===== src/rtl/fetch_pkg.sv =====
// Shared types and helpers for the instruction fetch unit and its queue.
package fetch_pkg;

   localparam int XLEN        = 32;
   localparam int INSTR_BYTES = 4;

   typedef enum logic [1:0] {
      IDLE  = 2'd0,
      RUN   = 2'd1,
      FAULT = 2'd2
   } fetch_state_t;

   typedef struct packed {
      logic [XLEN-1:0] pc;
      logic [XLEN-1:0] instr;
   } fetch_entry_t;

   // Sequential fetch address; wraps silently at the top of the address space.
   function automatic logic [XLEN-1:0] next_pc(input logic [XLEN-1:0] pc);
      return pc + XLEN'(INSTR_BYTES);
   endfunction

   function automatic logic is_aligned(input logic [XLEN-1:0] addr);
      return (addr[1:0] == 2'b00);
   endfunction

endpackage


===== src/rtl/fetch_queue.sv =====
// Circular FIFO holding fetched {pc, instr} pairs; head outputs read as zero when empty.
module fetch_queue
   import fetch_pkg::*;
#(
   parameter int QDEPTH = 2
) (
   input  logic                        clk,
   input  logic                        rst_n,
   input  logic                        i_push,
   input  logic [XLEN-1:0]             i_push_pc,
   input  logic [XLEN-1:0]             i_push_instr,
   input  logic                        i_pop,
   input  logic                        i_flush,
   output logic [$clog2(QDEPTH):0]     o_count,
   output logic                        o_full,
   output logic                        o_empty,
   output logic [XLEN-1:0]             o_head_pc,
   output logic [XLEN-1:0]             o_head_instr
);

   localparam int PTR_W = $clog2(QDEPTH);
   localparam int CNT_W = PTR_W + 1;

   fetch_entry_t       r_mem [QDEPTH];
   logic [PTR_W-1:0]   r_rd_ptr;
   logic [PTR_W-1:0]   r_wr_ptr;
   logic [CNT_W-1:0]   r_count;

   logic               w_empty;
   logic               w_full;
   logic               w_do_pop;
   logic               w_do_push;
   fetch_entry_t       w_head;

   assign w_empty   = (r_count == '0);
   assign w_full    = (r_count == CNT_W'(QDEPTH));
   // A flush discards both the pop and the push of the same cycle.
   assign w_do_pop  = i_pop && !w_empty && !i_flush;
   assign w_do_push = i_push && !i_flush && (!w_full || w_do_pop);

   always_ff @(posedge clk or negedge rst_n) begin
      if (!rst_n) begin
         r_rd_ptr <= '0;
         r_wr_ptr <= '0;
         r_count  <= '0;
      end else if (i_flush) begin
         r_rd_ptr <= '0;
         r_wr_ptr <= '0;
         r_count  <= '0;
      end else begin
         if (w_do_pop)
            r_rd_ptr <= r_rd_ptr + PTR_W'(1);
         if (w_do_push)
            r_wr_ptr <= r_wr_ptr + PTR_W'(1);
         case ({w_do_push, w_do_pop})
            2'b10:   r_count <= r_count + CNT_W'(1);
            2'b01:   r_count <= r_count - CNT_W'(1);
            default: r_count <= r_count;
         endcase
      end
   end

   // Storage carries data only; validity is tracked by r_count.
   always_ff @(posedge clk) begin
      if (w_do_push)
         r_mem[r_wr_ptr] <= '{pc: i_push_pc, instr: i_push_instr};
   end

   assign w_head       = r_mem[r_rd_ptr];
   assign o_head_pc    = w_empty ? '0 : w_head.pc;
   assign o_head_instr = w_empty ? '0 : w_head.instr;
   assign o_count      = r_count;
   assign o_full       = w_full;
   assign o_empty      = w_empty;

endmodule


===== src/rtl/fetch_unit.sv =====
// Instruction fetch controller: owns the PC, sequences instruction_memory and
// feeds decode through a small queue, with redirect and misaligned-target fault handling.
module fetch_unit
   import fetch_pkg::*;
#(
   parameter logic [31:0] RESET_PC = 32'h0000_0000,
   parameter int          QDEPTH   = 2
) (
   input  logic        clk,
   input  logic        rst_n,
   input  logic        start,
   input  logic        halt,
   output logic [31:0] imem_addr,
   input  logic [31:0] imem_instr,
   output logic        out_valid,
   input  logic        out_ready,
   output logic [31:0] out_instr,
   output logic [31:0] out_pc,
   input  logic        redirect_valid,
   input  logic [31:0] redirect_pc,
   output logic        fault,
   output logic [31:0] fault_pc
);

   localparam int CNT_W = $clog2(QDEPTH) + 1;

   fetch_state_t       r_state;
   logic [XLEN-1:0]    r_pc;
   logic               r_fault;
   logic [XLEN-1:0]    r_fault_pc;

   logic [CNT_W-1:0]   w_count;
   logic               w_full;
   logic               w_empty;
   logic               w_pop;
   logic               w_space;
   logic               w_push;

   assign w_pop   = !w_empty && out_ready;
   // A full queue still has room when its head leaves this cycle.
   assign w_space = (w_count < CNT_W'(QDEPTH)) || (w_full && w_pop);
   assign w_push  = (r_state == RUN) && !redirect_valid && !halt && w_space;

   always_ff @(posedge clk or negedge rst_n) begin
      if (!rst_n) begin
         r_state    <= IDLE;
         r_pc       <= RESET_PC;
         r_fault    <= 1'b0;
         r_fault_pc <= '0;
      end else if (redirect_valid) begin
         if (is_aligned(redirect_pc)) begin
            r_pc    <= redirect_pc;
            r_fault <= 1'b0;
            if (r_state != IDLE)
               r_state <= RUN;
         end else begin
            r_state    <= FAULT;
            r_fault    <= 1'b1;
            r_fault_pc <= redirect_pc;
         end
      end else begin
         case (r_state)
            IDLE: begin
               if (start)
                  r_state <= RUN;
            end
            RUN: begin
               if (halt)
                  r_state <= IDLE;
               else if (w_push)
                  r_pc <= next_pc(r_pc);
            end
            FAULT: begin
               r_state <= FAULT;
            end
            default: begin
               r_state <= IDLE;
            end
         endcase
      end
   end

   fetch_queue #(
      .QDEPTH (QDEPTH)
   ) u_queue (
      .clk          (clk),
      .rst_n        (rst_n),
      .i_push       (w_push),
      .i_push_pc    (r_pc),
      .i_push_instr (imem_instr),
      .i_pop        (out_ready),
      .i_flush      (redirect_valid),
      .o_count      (w_count),
      .o_full       (w_full),
      .o_empty      (w_empty),
      .o_head_pc    (out_pc),
      .o_head_instr (out_instr)
   );

   assign imem_addr = r_pc;
   assign out_valid = !w_empty;
   assign fault     = r_fault;
   assign fault_pc  = r_fault_pc;

endmodule


===== config.mk =====
export PLATFORM = sky130hd
export DESIGN_NAME = fetch_unit
export DESIGN_NICKNAME = d
export VERILOG_FILES = /design/src/rtl/fetch_pkg.sv /design/src/rtl/fetch_queue.sv /design/src/rtl/fetch_unit.sv
export SDC_FILE = /design/constraint.sdc
export NUM_CORES = 1
export LEC_CHECK = 0
export CAP_MARGIN = 20
export CORE_MARGIN = 4
export CORE_UTILIZATION = 50
export CTS_CLUSTER_DIAMETER = 80
export CTS_CLUSTER_SIZE = 20
export DETAILED_ROUTE_END_ITERATION = 6
export HOLD_SLACK_MARGIN = 0.06
export PLACE_DENSITY = 0.78
export REMOVE_ABC_BUFFERS = 1
export SYNTH_ARGS = -nofsm -noshare
export SYNTH_HDL_FRONTEND = slang
export SYNTH_HIERARCHICAL = 1
export SYNTH_SLANG_ARGS = --single-unit

===== constraint.sdc =====
create_clock -name clk -period 7.8 [get_ports clk]
set_clock_uncertainty 0.2 [all_clocks]
set_input_delay 1.17 -clock clk [delete_from_list [all_inputs] [get_ports clk]]
set_output_delay 1.17 -clock clk [all_outputs]
set_load 0.01 [all_outputs]

# ---- Word-level counts from Yosys, hierarchy flattened
# Memory sizes are Yosys's and may differ from the RTL's.
# Cells that the tools add are included.
dict set report word_totals {
  reg_bits 71
  ramBits 128
  output_inout_bits 130
  wordCells 73
  memories 1
}
# name words word_bits rd rd_clocked_by_memory_dff wr line_no
set memory_table {}
lappend memory_table {u_queue.r_mem 2 64 1 0 1 fetch_queue.sv:24} ;# fetch_entry_t r_mem [QDEPTH];
dict set report op_classes {
  n_addsub 5
  order_cmp 1
  n_eq_ne 10
  mux 22
  bitwise_logic 1
  n_reduce_logical 26
}
# cell n
set ops {}
lappend ops {{two-way mux 32 bit} 7}
lappend ops {{adder 32 x 3 -> 32 bit (second input constant)} 1}
lappend ops {{two-way mux 2 bit} 6}
lappend ops {{nonzero test 2 bit} 5}
lappend ops {{logical AND 1 bit} 8}
lappend ops {{two-way mux 1 bit} 7}
lappend ops {{== test 2 bit (second input constant)} 3}
lappend ops {{zero test 2 bit} 3}
lappend ops {{!= test 3 bit (second input constant)} 2}
lappend ops {{case mux 2 bit (3 select lines)} 1}
lappend ops {{== test 2 x 1 -> 1 bit (second input constant)} 2}
lappend ops {{zero test 1 bit} 4}
lappend ops {{!= test 2 x 1 -> 1 bit (second input constant)} 2}
lappend ops {{case mux 2 bit (2 select lines)} 1}
lappend ops {{AND reduction 4 bit} 1}
lappend ops {{!= test 3 x 2 -> 1 bit (second input constant)} 1}
lappend ops {{AND reduction 3 bit} 1}
lappend ops {{nonzero test 3 bit} 1}
lappend ops {{adder 1 bit (second input constant)} 2}
lappend ops {{adder 2 x 1 -> 2 bit (second input constant)} 1}
lappend ops {{logical OR 1 bit} 2}
lappend ops {{less-than comparator 2 bit (second input constant)} 1}
lappend ops {{AND reduction 2 bit} 1}
lappend ops {{subtractor 2 x 1 -> 2 bit (second input constant)} 1}
lappend ops {{NOT 1 bit} 1}

# ---- Depth between registers and ports, before layout
# Gate-level depths: netlist of run 1.
dict set report depth {
  word_depth 11
  mapped_depth 10
}

# ---- Hierarchy
# The synthesis of run 1 kept the hierarchy.
# mod instances cells_each area_each_um2 seq_area_each_um2
set by_module_without_submodules {}
lappend by_module_without_submodules {fetch_queue 1 297 5106.1 3943.8}
lappend by_module_without_submodules {fetch_unit 1 315 3316.9 1676.6}

# ---- Least setup slack after synthesis of run 1
# Ideal clock, no wire load.
dict set report synth_timing {
  path_kind {input to register}
  from {input redirect_valid}
  to {memory u_queue/r_mem[1][0] (netlist bit), enable pin}
  setup_time_ns 0.578
  t_arrival_ns 7.061
  setup_slack_ns -0.039
  stages 8
  path_buffers 3
  cell_sequence {buf_2 nor4b_1 o21ai_1 inv_1 buf_2 buf_2 o21ai_2 nor3b_1}
}
dict set report synth_via {
  elab_chain_len 8
  elab_cells_between_ends 10
}
# item line_no
set synth_rtl {}
lappend synth_rtl {{from (decl)} fetch_unit.sv:19} ;# input logic redirect_valid,
lappend synth_rtl {{zero test 1 bit} fetch_unit.sv:42} ;# assign w_push = (r_state == RUN) && !redirect_valid && !halt && w_space;
lappend synth_rtl {{logical AND 1 bit (3 in series)} fetch_unit.sv:42}
lappend synth_rtl {{net w_push} fetch_unit.sv:37} ;# logic w_push;
lappend synth_rtl {{logical AND 1 bit (2 in series)} fetch_queue.sv:39} ;# assign w_do_push = i_push && !i_flush && (!w_full || w_do_pop);
lappend synth_rtl {{two-way mux 1 bit} fetch_queue.sv:65} ;# if (w_do_push)
lappend synth_rtl {{two-way mux 1 bit (implied by the code)} fetch_queue.sv:66} ;# r_mem[r_wr_ptr] <= '{pc: i_push_pc, instr: i_push_instr};
lappend synth_rtl {{to (decl)} fetch_queue.sv:24}
# The timed path passes the listed nets, and every way through them passes these cells.

# ---- Final worst setup path of run 1
dict set report layout_timing {
  from {input redirect_valid}
  to {memory u_queue/r_mem[1][25] (netlist bit), enable pin}
}
dict set report layout_via {
  elab_chain_len 8
  elab_cells_between_ends 10
}
# item line_no
set layout_rtl {}
lappend layout_rtl {{zero test 1 bit (*)} {fetch_queue.sv:38, fetch_queue.sv:39, fetch_unit.sv:42}}
lappend layout_rtl {{logical AND 1 bit (3 in series)} fetch_unit.sv:42}
lappend layout_rtl {{logical AND 1 bit} fetch_queue.sv:39}
lappend layout_rtl {{logical AND 1 bit (*)} fetch_queue.sv:39}
lappend layout_rtl {{two-way mux 1 bit (*)} fetch_queue.sv:65}
lappend layout_rtl {{two-way mux 1 bit (implied by the code) (*)} fetch_queue.sv:66}
# Mark *: on every way between the ends. The rest lies on a longest branch, timed or not.

==> results by group, run 1 <==
Setup path
  – CP max-delay cell: inv_1
  – CP startpoint kind: primary input
  – Worst setup path class: primary input to flip-flop
  – Delay-heaviest family, CP: buffers and inverters
  – Critical Path AT: between 3 and 4 ns
  – CP cell instances: buf_2 -> nor4b_1 -> o21ai_1 -> inv_1 -> o21ai_2 -> nor3b_2 -> buf_4
  – CP Data Required Time: 7.66 ns
  – R2R setup slack: approximately 4.4 ns
  – Crit path buffers/inverters: 3
  – Worst setup EP type: flip-flop
  – Crit path max fanout: 49
  – Max incr delay on CP: about 0.63 ns

Yosys
  – YS warnings: 6
  – Synth area leaders: edfxtp_1 46%, dfrtp_1 21%, mux2i_1 8.1%
  – Area leader, netlist: edfxtp_1
  – Share of Yosys cell area claimed by the top area cell type: 45.6%
  – Syn Area/Cell: approximately 14 sq um
  – Yosys cell types: 57
  – Syn Inst Count: about 610
  – Post-synth EDFFs: between 100 and 150
  – Synthesized cell area: between 8000 and 9000 sq um
  – Top_reg_cell synth: edfxtp_1
  – Post-synthesis sequential area ratio: 66.7%
  – Flops & latches, synth: ~200
  – Async S/R FF share, synth: 35.7%

Job
  – MaxCap Viol Count: 0

Detailed routing
  – Vias/cell: 5.75
  – Post-DRT Antenna Nets: 0
  – Routed WL per cell: between 20 and 25 microns
  – # DRC: 0
  – Detailed Route WL: 21.0 mm
  – Drt first pass iters: 5
  – Initial DRC count: 618
  – Vias: approximately 6000

Placement
  – Post-placement setup slack: 3.34 ns
  – Routability Congestion: 0.772
  – Number of port buffers: around 200
  – Post-DP HPWL: roughly 14 mm

Power and ir drop
  – Pwr dens: 223 nW/um^2
  – Maximum vdd drop: approximately 0.00015 V
  – Leakage: 4.00 nW

CTS
  – Clock sink count: 199
  – Setup bufs post-CTS: 0
  – # hold bufs at CTS: 0
  – TritonCTS Buffers: 17
  – Root buf cell: clkbuf_16
  – Post-CTS Resized: 0
  – Max clock buf depth: 2
  – H-tree levels: 4
  – CTS tree: built
  – CTS clk-pin slew, worst paths: 0.07 ns
  – Clock latency on the worst-skew pair: 0.43 ns

Timing
  – Final period util: 52.7%
  – Setup TNS Final: 0 ns
  – Worst-Margin Slew: around 0.9 ns
  – # setup viols final: 0
  – Slew Limit Fails: 0
  – Fmax: around 0.24 GHz
  – Max_slew headroom: a little under two fifths
  – Final setup margin: 3.69 ns
  – Tmin final: 4.11 ns
  – Hold Violations, Final: 0
  – Unrepaired setup endpoints after global routing: no

Global routing
  – Largest net degree at the start of global routing: between 70 and 80
  – Vias in the first global route: roughly 6000
  – First-pass GRT wire length: roughly 32 mm
  – All-Layer GR Usage: between 20 and 25%
  – Initial antenna violation count: 0
  – Overflow after GRT: 0

Die
  – Starting density of the core: about half
  – # IOs: 200
  – Die Y: between 100 and 150 microns
  – Core Area: 16500 sq um
  – DIE AREA: 19000 sq um
  – Num rows: 47
  – Chip width: 138 microns

Finish
  – Seq. cell area: between 5000 and 6000 sq um
  – Area grow syn2layout: 33.7%
  – Final antenna diode count: 0
  – Layout cells sized above 1: about 11%
  – Fillers: 1143
  – Final core occ: about 70%
  – Multi-input logic area: around 2600 sq um
  – Final Net Count: approximately 900

Status
  – Status: completed

Worst hold path
  – Worst hold path type: flip-flop to flip-flop
-- power by group --
group | total (mW) | switching (mW) | internal, mW
logic | 0.311 | 0.141 | 0.170
clock network | 0.956 | 0.384 | 0.573
registers | 1.25 | 0.0667 | 1.18
total | 2.51 | 0.592 | 1.92
-- cell families (layout without fill, tap and decap cells) --
kind of cell | count (synthesis) | in the layout | share of synthesized area [%]
mux | 100 | 100 | 12.4
flops | 199 | 199 | 66.7
fa+ha+maj | 1 | 1 | 0.149
compound gates | 82 | 82 | 6.60
simple gates | 188 | 188 | 11.1
buf+inv | 40 | 249 | 2.85
xor+xnor | 2 | 2 | 0.208
-- registers in the layout (all words and copies together) (netlist names) --
| signal | cells |
|---|---|
| imem_addr | 32 |
| fault | 1 |
| u_queue/r_rd_ptr | 1 |
| u_queue/r_wr_ptr | 1 |
| r_state | 2 |
| fault_pc | 32 |
| u_queue/o_count | 2 |
| u_queue/r_mem | 128 |
-- routing by layer --
metal | share of wire, % | GRT usage (%) | vias to the layer above
li1 | - | - | 2695
met1 | 39 | 28.9 | 2969
met2 | 50 | 37.0 | 280
met3 | 9.5 | 6.32 | 40
met4 | 1.7 | 6.97 | 0
met5 | 0 | 0 | -
-- worst register-to-register path: stages (launching register included) --
cell and delay (ns):
dfrtp_1 0.48, nor2_4 0.55, and3b_1 0.25, o21ai_1 0.36, inv_1 0.48, o21ai_2 0.27, nor3b_2 0.09, buf_4 0.36
-- Yosys cell counts (9+ instances only) --
library cell    n
nand2_1        25
buf_6          10
nor3_1         15
o21ai_0        18
edfxtp_1      128
mux2i_1        68
dfrtp_1        71
clkbuf_1       12
nand4_1         9
mux2_2         31
inv_1           9
nor2_1         83
nand3_1        12
a21oi_1        16
-- final cells by class --
type | instances | area share, %
multi-input combinational | 373 | 23.1
sequential | 199 | 49.9
tap | 220 | 2.44
clock inverter | 15 | 1.99
inverter | 9 | 0.300
clock buffer | 17 | 3.78
timing repair buffer | 208 | 18.5
-- cells in the final DEF, fill, tap and decap left out, types with 4 or more instances in the layout --
| cell type | count |
|---|---|
| a22oi_1 | 4 |
| o21ai_0 | 18 |
| nand4_1 | 9 |
| a211oi_1 | 8 |
| inv_1 | 9 |
| a311oi_1 | 4 |
| nor2_1 | 82 |
| nor3_1 | 13 |
| a21oi_1 | 16 |
| bufinv_16 | 5 |
| mux2i_1 | 68 |
| and4_1 | 4 |
| edfxtp_1 | 128 |
| or3_1 | 7 |
| nor2b_1 | 5 |
| nand2_1 | 25 |
| buf_4 | 8 |
| nand3_1 | 12 |
| dfrtp_1 | 70 |
| and2_1 | 4 |
| and3_1 | 7 |
| mux2_2 | 31 |
| clkdlybuf4s50_1 | 197 |
| o22ai_1 | 8 |
| clkbuf_16 | 17 |
-- stage by stage --
| step | hold slack (ns) | total power [mW] | instances | cell area, sq um |
|---|---|---|---|---|
| finish | 0.299 | 2.51 | 1041 | 11300 |
| global route | 0.311 | 2.61 | 1041 | 11300 |
| CTS | 0.294 | 2.53 | 1038 | 11200 |
| detailed placement | 0.275 | 1.57 | 1006 | 10600 |
| global placement | 0.261 | 1.56 | 1006 | 10600 |
| floorplan | 0.307 | 1.37 | 581 | 8220 |
-- worst paths after layout --
path | startpoint | end | cells past startpoint
max in group asynchronous | rst_n | u_queue/r_rd_ptr | 1
max reg2reg | u_queue/o_count[1] | u_queue/r_mem[1][25] | 7
max | redirect_valid | u_queue/r_mem[1][25] | 7
min in group asynchronous | rst_n | fault_pc[30] | 1
min | imem_addr[1] | u_queue/r_mem[0][33] | 0
min reg2reg | imem_addr[1] | u_queue/r_mem[0][33] | 0
(Power assumes the default switching activity.)
==> run 2, diff against run 1 <==
Clock period 7.8 ns to 3.93 ns, I/O delays scaled along.
==> results by group, run 2 (synthesized netlist as in run 1, its figures left out) <==
Timing
  – Slew Limit Fails: 0
  – Tmin final: 3.20 ns
  – Worst-Margin Slew: between 0.9 and 1 ns
  – Fmax: 0.313 GHz
  – Final period util: between 80% and 90%
  – Max_slew headroom: between 30% and 40%
  – # setup viols final: 0
  – Hold Violations, Final: 0
  – Setup TNS Final: 0 ns
  – Unrepaired setup endpoints after global routing: no

Finish
  – Seq. cell area: around 5600 sq um
  – Biggest register: u_queue/r_mem
  – Fillers: 1162
  – Area grow syn2layout: 32.9%
  – Final antenna diode count: 0
  – Layout cells sized above 1: roughly 11%
  – Max FFs per register: roughly 130
  – Most frequent cells in the layout: 197 x clkdlybuf4s50_1, 128 x edfxtp_1, 82 x nor2_1
  – Final core occ: 67.8%
  – Most common cell after layout, fill and taps aside: clkdlybuf4s50_1
  – Multi-input logic area: between 2000 and 3000 sq um
  – Final Net Count: a little under 900

Power and ir drop
  – Int Pwr: roughly 3.6 mW
  – Maximum vdd drop: 0.000311 V
  – Switching power: ~1.2 mW
  – Comb power frac: ~13%
  – Total power: around 4.8 mW
  – Clock share of power: between 30% and 40%
  – Leakage: slightly below 4 nW
  – Net Sw Frac: 24.2%
  – Pwr dens: between 400 and 500 nW/um^2
  – Part of the power in registers: approximately half

Die
  – DIE AREA: approximately 19000 sq um
  – Starting density of the core: between 50% and 60%
  – Num rows: between 40 and 50
  – Core Area: approximately 17000 sq um
  – # IOs: 200
  – Chip width: roughly 140 microns
  – Die Y: 138 microns

Setup path
  – Worst setup path start: u_queue/o_count[1]
  – CP Data Required Time: about 3.1 ns
  – RR Startpoint: u_queue/o_count[0]
  – CP startpoint kind: flip-flop
  – Crit path max fanout: between 60 and 70
  – Critical Path AT: about 2.4 ns
  – Worst setup path class: flip-flop to primary output
  – Worst setup EP type: primary output
  – R2R setup slack: approximately 0.9 ns

Status
  – Status: completed

Global routing
  – First-pass GRT wire length: 31.2 mm
  – Overflow after GRT: 0
  – Vias in the first global route: roughly 6000
  – Largest net degree at the start of global routing: just over 70
  – All-Layer GR Usage: 21.7%
  – Initial antenna violation count: 0

CTS
  – Clock sink count: 199
  – Root buf cell: clkbuf_16
  – TritonCTS Buffers: 17
  – H-tree levels: 4
  – CTS clk-pin slew, worst paths: roughly 0.070 ns
  – Clock latency on the worst-skew pair: around 0.43 ns
  – Setup bufs post-CTS: 0
  – Max clock buf depth: 2
  – # hold bufs at CTS: 0
  – Post-CTS Resized: 0
  – CTS tree: built

Worst hold path
  – Worst hold path type: primary input to asynchronous set/reset pin

Detailed routing
  – Post-DRT Antenna Nets: 0
  – Vias/cell: between 5 and 6
  – Routed WL per cell: 19.7 microns
  – Detailed Route WL: around 20 mm
  – Vias: between 5000 and 6000
  – # DRC: 0
  – Drt first pass iters: 5
  – Initial DRC count: 407

Job
  – MaxCap Viol Count: 0

Placement
  – Number of port buffers: 199
  – Routability Congestion: approximately 0.8
  – Post-DP HPWL: around 14 mm
[run 2: cell types whose count changed in the layout (fill, tap and decap cells not counted), sizes merged]
| cell | change |
|---|---|
| clkinvlp | +5 |
| inv | -1 |
| clkbuf | +1 |
| bufinv | -3 |
| buf | +3 |
| clkinv | -2 |
[run 2: through the flow]
stage | cell area [sq um] | cells | hold slack (ns) | worst slack [ns]
after floorplan | 8220 | 581 | 0.0939 | -3.63
after global placement | 10600 | 1012 | 0.262 | 0.585
after detailed placement | 10600 | 1012 | 0.271 | 0.521
after CTS | 11200 | 1044 | 0.124 | 0.714
after global routing | 11200 | 1044 | 0.169 | 0.604
final | 11200 | 1044 | 0.101 | 0.733
[run 2: power groups by stage]
stage                     clock network (mW)  logic (mW)  registers [mW]
after floorplan                            0       0.204            2.52
after global placement                     0       0.593            2.50
after detailed placement                   0       0.607            2.51
after CTS                               1.73       0.611            2.47
after global routing                    1.81       0.655            2.49
final                                   1.69       0.608            2.47
[run 2: metal layers]
layer | GRT usage (%) | vias to the layer above | routed length [microns]
met2 | 35.1 | 238 | 10200
met1 | 27.5 | 2955 | 8340
met5 | 0 | - | 0
met3 | 6.06 | 36 | 1590
met4 | 9.44 | 0 | 438
li1 | - | 2705 | -
[run 2: cell type report]
| cell class | instances | area share (%) |
|---|---|---|
| Sequential cell | 199 | 50.2 |
| Multi-Input combinational cell | 373 | 23.2 |
| Timing Repair Buffer | 211 | 18.6 |
| Clock buffer | 18 | 3.83 |
| Tap cell | 220 | 2.46 |
| Clock inverter | 14 | 1.34 |
| Inverter | 9 | 0.302 |
[run 2: critical path, cell delays in order, from the launching register on]
cell             delay, ns
dfrtp_1               0.49
nor2_4                0.12
buf_4                 0.58
nor2_1                0.16
clkdlybuf4s50_1       0.59
[run 2: path summary, 6_finish.rpt]
check,endpoint,cells after the start
max,out_pc[12],4
min,fault_pc[28],1
max reg2reg,imem_addr[5],9
min reg2reg,fault_pc[1],2
max in group asynchronous,u_queue/r_rd_ptr,1
min in group clk,fault_pc[1],2
==> run 3, diff against run 2 <==
Settings changed: CORE_UTILIZATION 50 to 45, PLACE_DENSITY 0.78 to 0.74.
Clock period 3.93 ns to 2.8 ns, I/O delays scaled along.
==> results by group, run 3 (synthesized netlist as in run 1, its figures left out) <==
Setup path
  – RR Startpoint: imem_addr[3]
  – Crit path max fanout: 28
  – CP Data Required Time: approximately 2.2 ns
  – Critical Path AT: 2.07 ns
  – Worst setup EP type: primary output
  – Worst setup path class: flip-flop to primary output
  – R2R setup slack: about 0.3 ns
  – R2R depth: 6
  – CP startpoint kind: flip-flop
  – Crit Reg-Reg Endpoint: imem_addr[18]

CTS
  – H-tree levels: 4
  – Clock sink count: 199
  – Max clock buf depth: 2
  – TritonCTS Buffers: 17
  – CTS clk-pin slew, worst paths: 0.07 ns
  – Root buf cell: clkbuf_16
  – CTS tree: built
  – Clock latency on the worst-skew pair: 0.43 ns

Detailed routing
  – Initial DRC count: about 370
  – Vias/cell: between 5 and 6
  – Vias: 5932
  – Drt first pass iters: 5
  – # DRC: 0
  – Post-DRT Antenna Nets: 0
  – Routed WL per cell: ~19 microns
  – Detailed Route WL: ~21 mm

Placement
  – Post-DP HPWL: about 14 mm
  – Routability Congestion: slightly below 0.8
  – Number of port buffers: ~200
  – Dpl cells: slightly above 1000
  – Placed Area: roughly 11000 sq um

Timing
  – Slew Limit Fails: 0
  – Unrepaired setup endpoints after global routing: no
  – Hold Violations, Final: 0
  – Tmin final: around 2.7 ns
  – # setup viols final: 0
  – Final period util: a little over nine tenths
  – Max_slew headroom: around three fifths
  – Fmax: 0.372 GHz
  – Worst-Margin Slew: roughly 0.58 ns
  – Worst hold margin: 0.306 ns

Worst hold path
  – Worst hold path type: flip-flop to flip-flop
  – Hold path depth: 2
  – Hold EP: fault_pc[0]
  – Hold_sp: fault_pc[0]

Job
  – MaxCap Viol Count: 0

Die
  – # IOs: 200
  – Die Y: ~140 microns
  – Num rows: between 40 and 50
  – Core Area: ~18000 sq um
  – Chip width: ~140 microns
  – DIE AREA: approximately 21000 sq um
  – Starting density of the core: between 40% and 50%

Global routing
  – First-pass GRT wire length: ~32 mm
  – All-Layer GR Usage: about a fifth
  – Overflow after GRT: 0
  – Initial antenna violation count: 0
  – Vias in the first global route: between 5000 and 6000
  – Largest net degree at the start of global routing: 55

Finish
  – Layout cells sized above 1: about 13%
  – Final Net Count: 898
  – Most common cell after layout, fill and taps aside: clkdlybuf4s50_1
  – Fillers: around 1400
  – Seq. cell area: ~5600 sq um
  – Final Instance Area: approximately 11000 sq um
  – Final antenna diode count: 0
  – Biggest register: u_queue/r_mem
  – Most frequent cells in the layout: 197 x clkdlybuf4s50_1, 128 x edfxtp_1, 82 x nor2_1
  – Area grow syn2layout: 35.6%
  – Post-Layout Cell Count: roughly 1100
  – Max FFs per register: 128
  – Final core occ: about 63%
  – Multi-input logic area: between 2000 and 3000 sq um

Power and ir drop
  – Total power: 6.79 mW
  – Int Pwr: ~5.1 mW
  – Part of the power in registers: 50.8%
  – Clock share of power: 35.8%
  – Leakage: about 4.1 nW
  – Switching power: around 1.7 mW
  – Maximum vdd drop: approximately 0.00042 V
  – Pwr dens: approximately 590 nW/um^2
  – Comb power frac: between 10% and 20%
  – Net Sw Frac: between 20 and 25%

Status
  – Status: completed
[run 3: cell types whose count changed in the layout (fill, tap and decap cells not counted), moves of 2 or more]
cell,change
inv_6,+2
clkinvlp_4,-3
buf_12,+5
buf_4,+9
[run 3: worst max path at each step]
stage | from | end | slack (ns) | cells past startpoint
floorplan | u_queue/o_count[1] | u_queue/r_mem[1][0] | -4.76 | 6
global placement | halt | u_queue/r_mem[1][13] | 0.16 | 7
global route | u_queue/o_count[1] | out_pc[16] | 0.01 | 4
detailed placement | halt | u_queue/r_mem[1][23] | 0.14 | 7
CTS | u_queue/r_rd_ptr | out_instr[2] | 0.10 | 4
finish | u_queue/r_rd_ptr | out_instr[2] | 0.11 | 4
[run 3: critical path: stages, from the launching register on]
cell and delay [ns]:
dfrtp_4 0.58, buf_12 0.21, mux2i_1 0.15, nor2_1 0.13
clkdlybuf4s50_1 0.55
[run 3: power groups by stage]
stage,registers [mW],clock network [mW],logic [mW]
floorplan,3.54,0,0.287
detailed placement,3.51,0,0.901
finish,3.45,2.43,0.907
CTS,3.45,2.47,0.914
global route,3.47,2.60,0.982
global placement,3.49,0,0.881
[run 3: through the flow]
stage | setup WS, ns | TNS (ns)
after global routing | 0.00981 | 0
after CTS | 0.102 | 0
after detailed placement | 0.136 | 0
final | 0.109 | 0
after floorplan | -4.76 | -670.83
after global placement | 0.158 | 0
[run 3: per-layer routing]
| metal | global-route usage, % | routed length (microns) | part of all wire, % | vias up |
|---|---|---|---|---|
| met5 | 0 | 0 | 0 | - |
| met4 | 6.23 | 344 | 1.7 | 0 |
| met3 | 4.83 | 1640 | 7.9 | 30 |
| met2 | 32.7 | 10200 | 49 | 248 |
| met1 | 26.4 | 8510 | 41 | 2919 |
| li1 | - | - | - | 2735 |
[run 3: final cells by class]
cell class	instances	share of cell area (%)
clock buffer	17	3.72
clock inverter	15	1.47
inverter	9	0.296
multi-input combinational	373	22.8
sequential	199	49.2
tap	229	2.51
timing repair buffer	227	19.9
[run 3: timing repair]
action	CTS	global route
hold endpoints to repair	38	0
buffers inserted	3	0
hold buffers	1	0
endpoints found under the setup margin	30	4
gates resized for setup	1	2
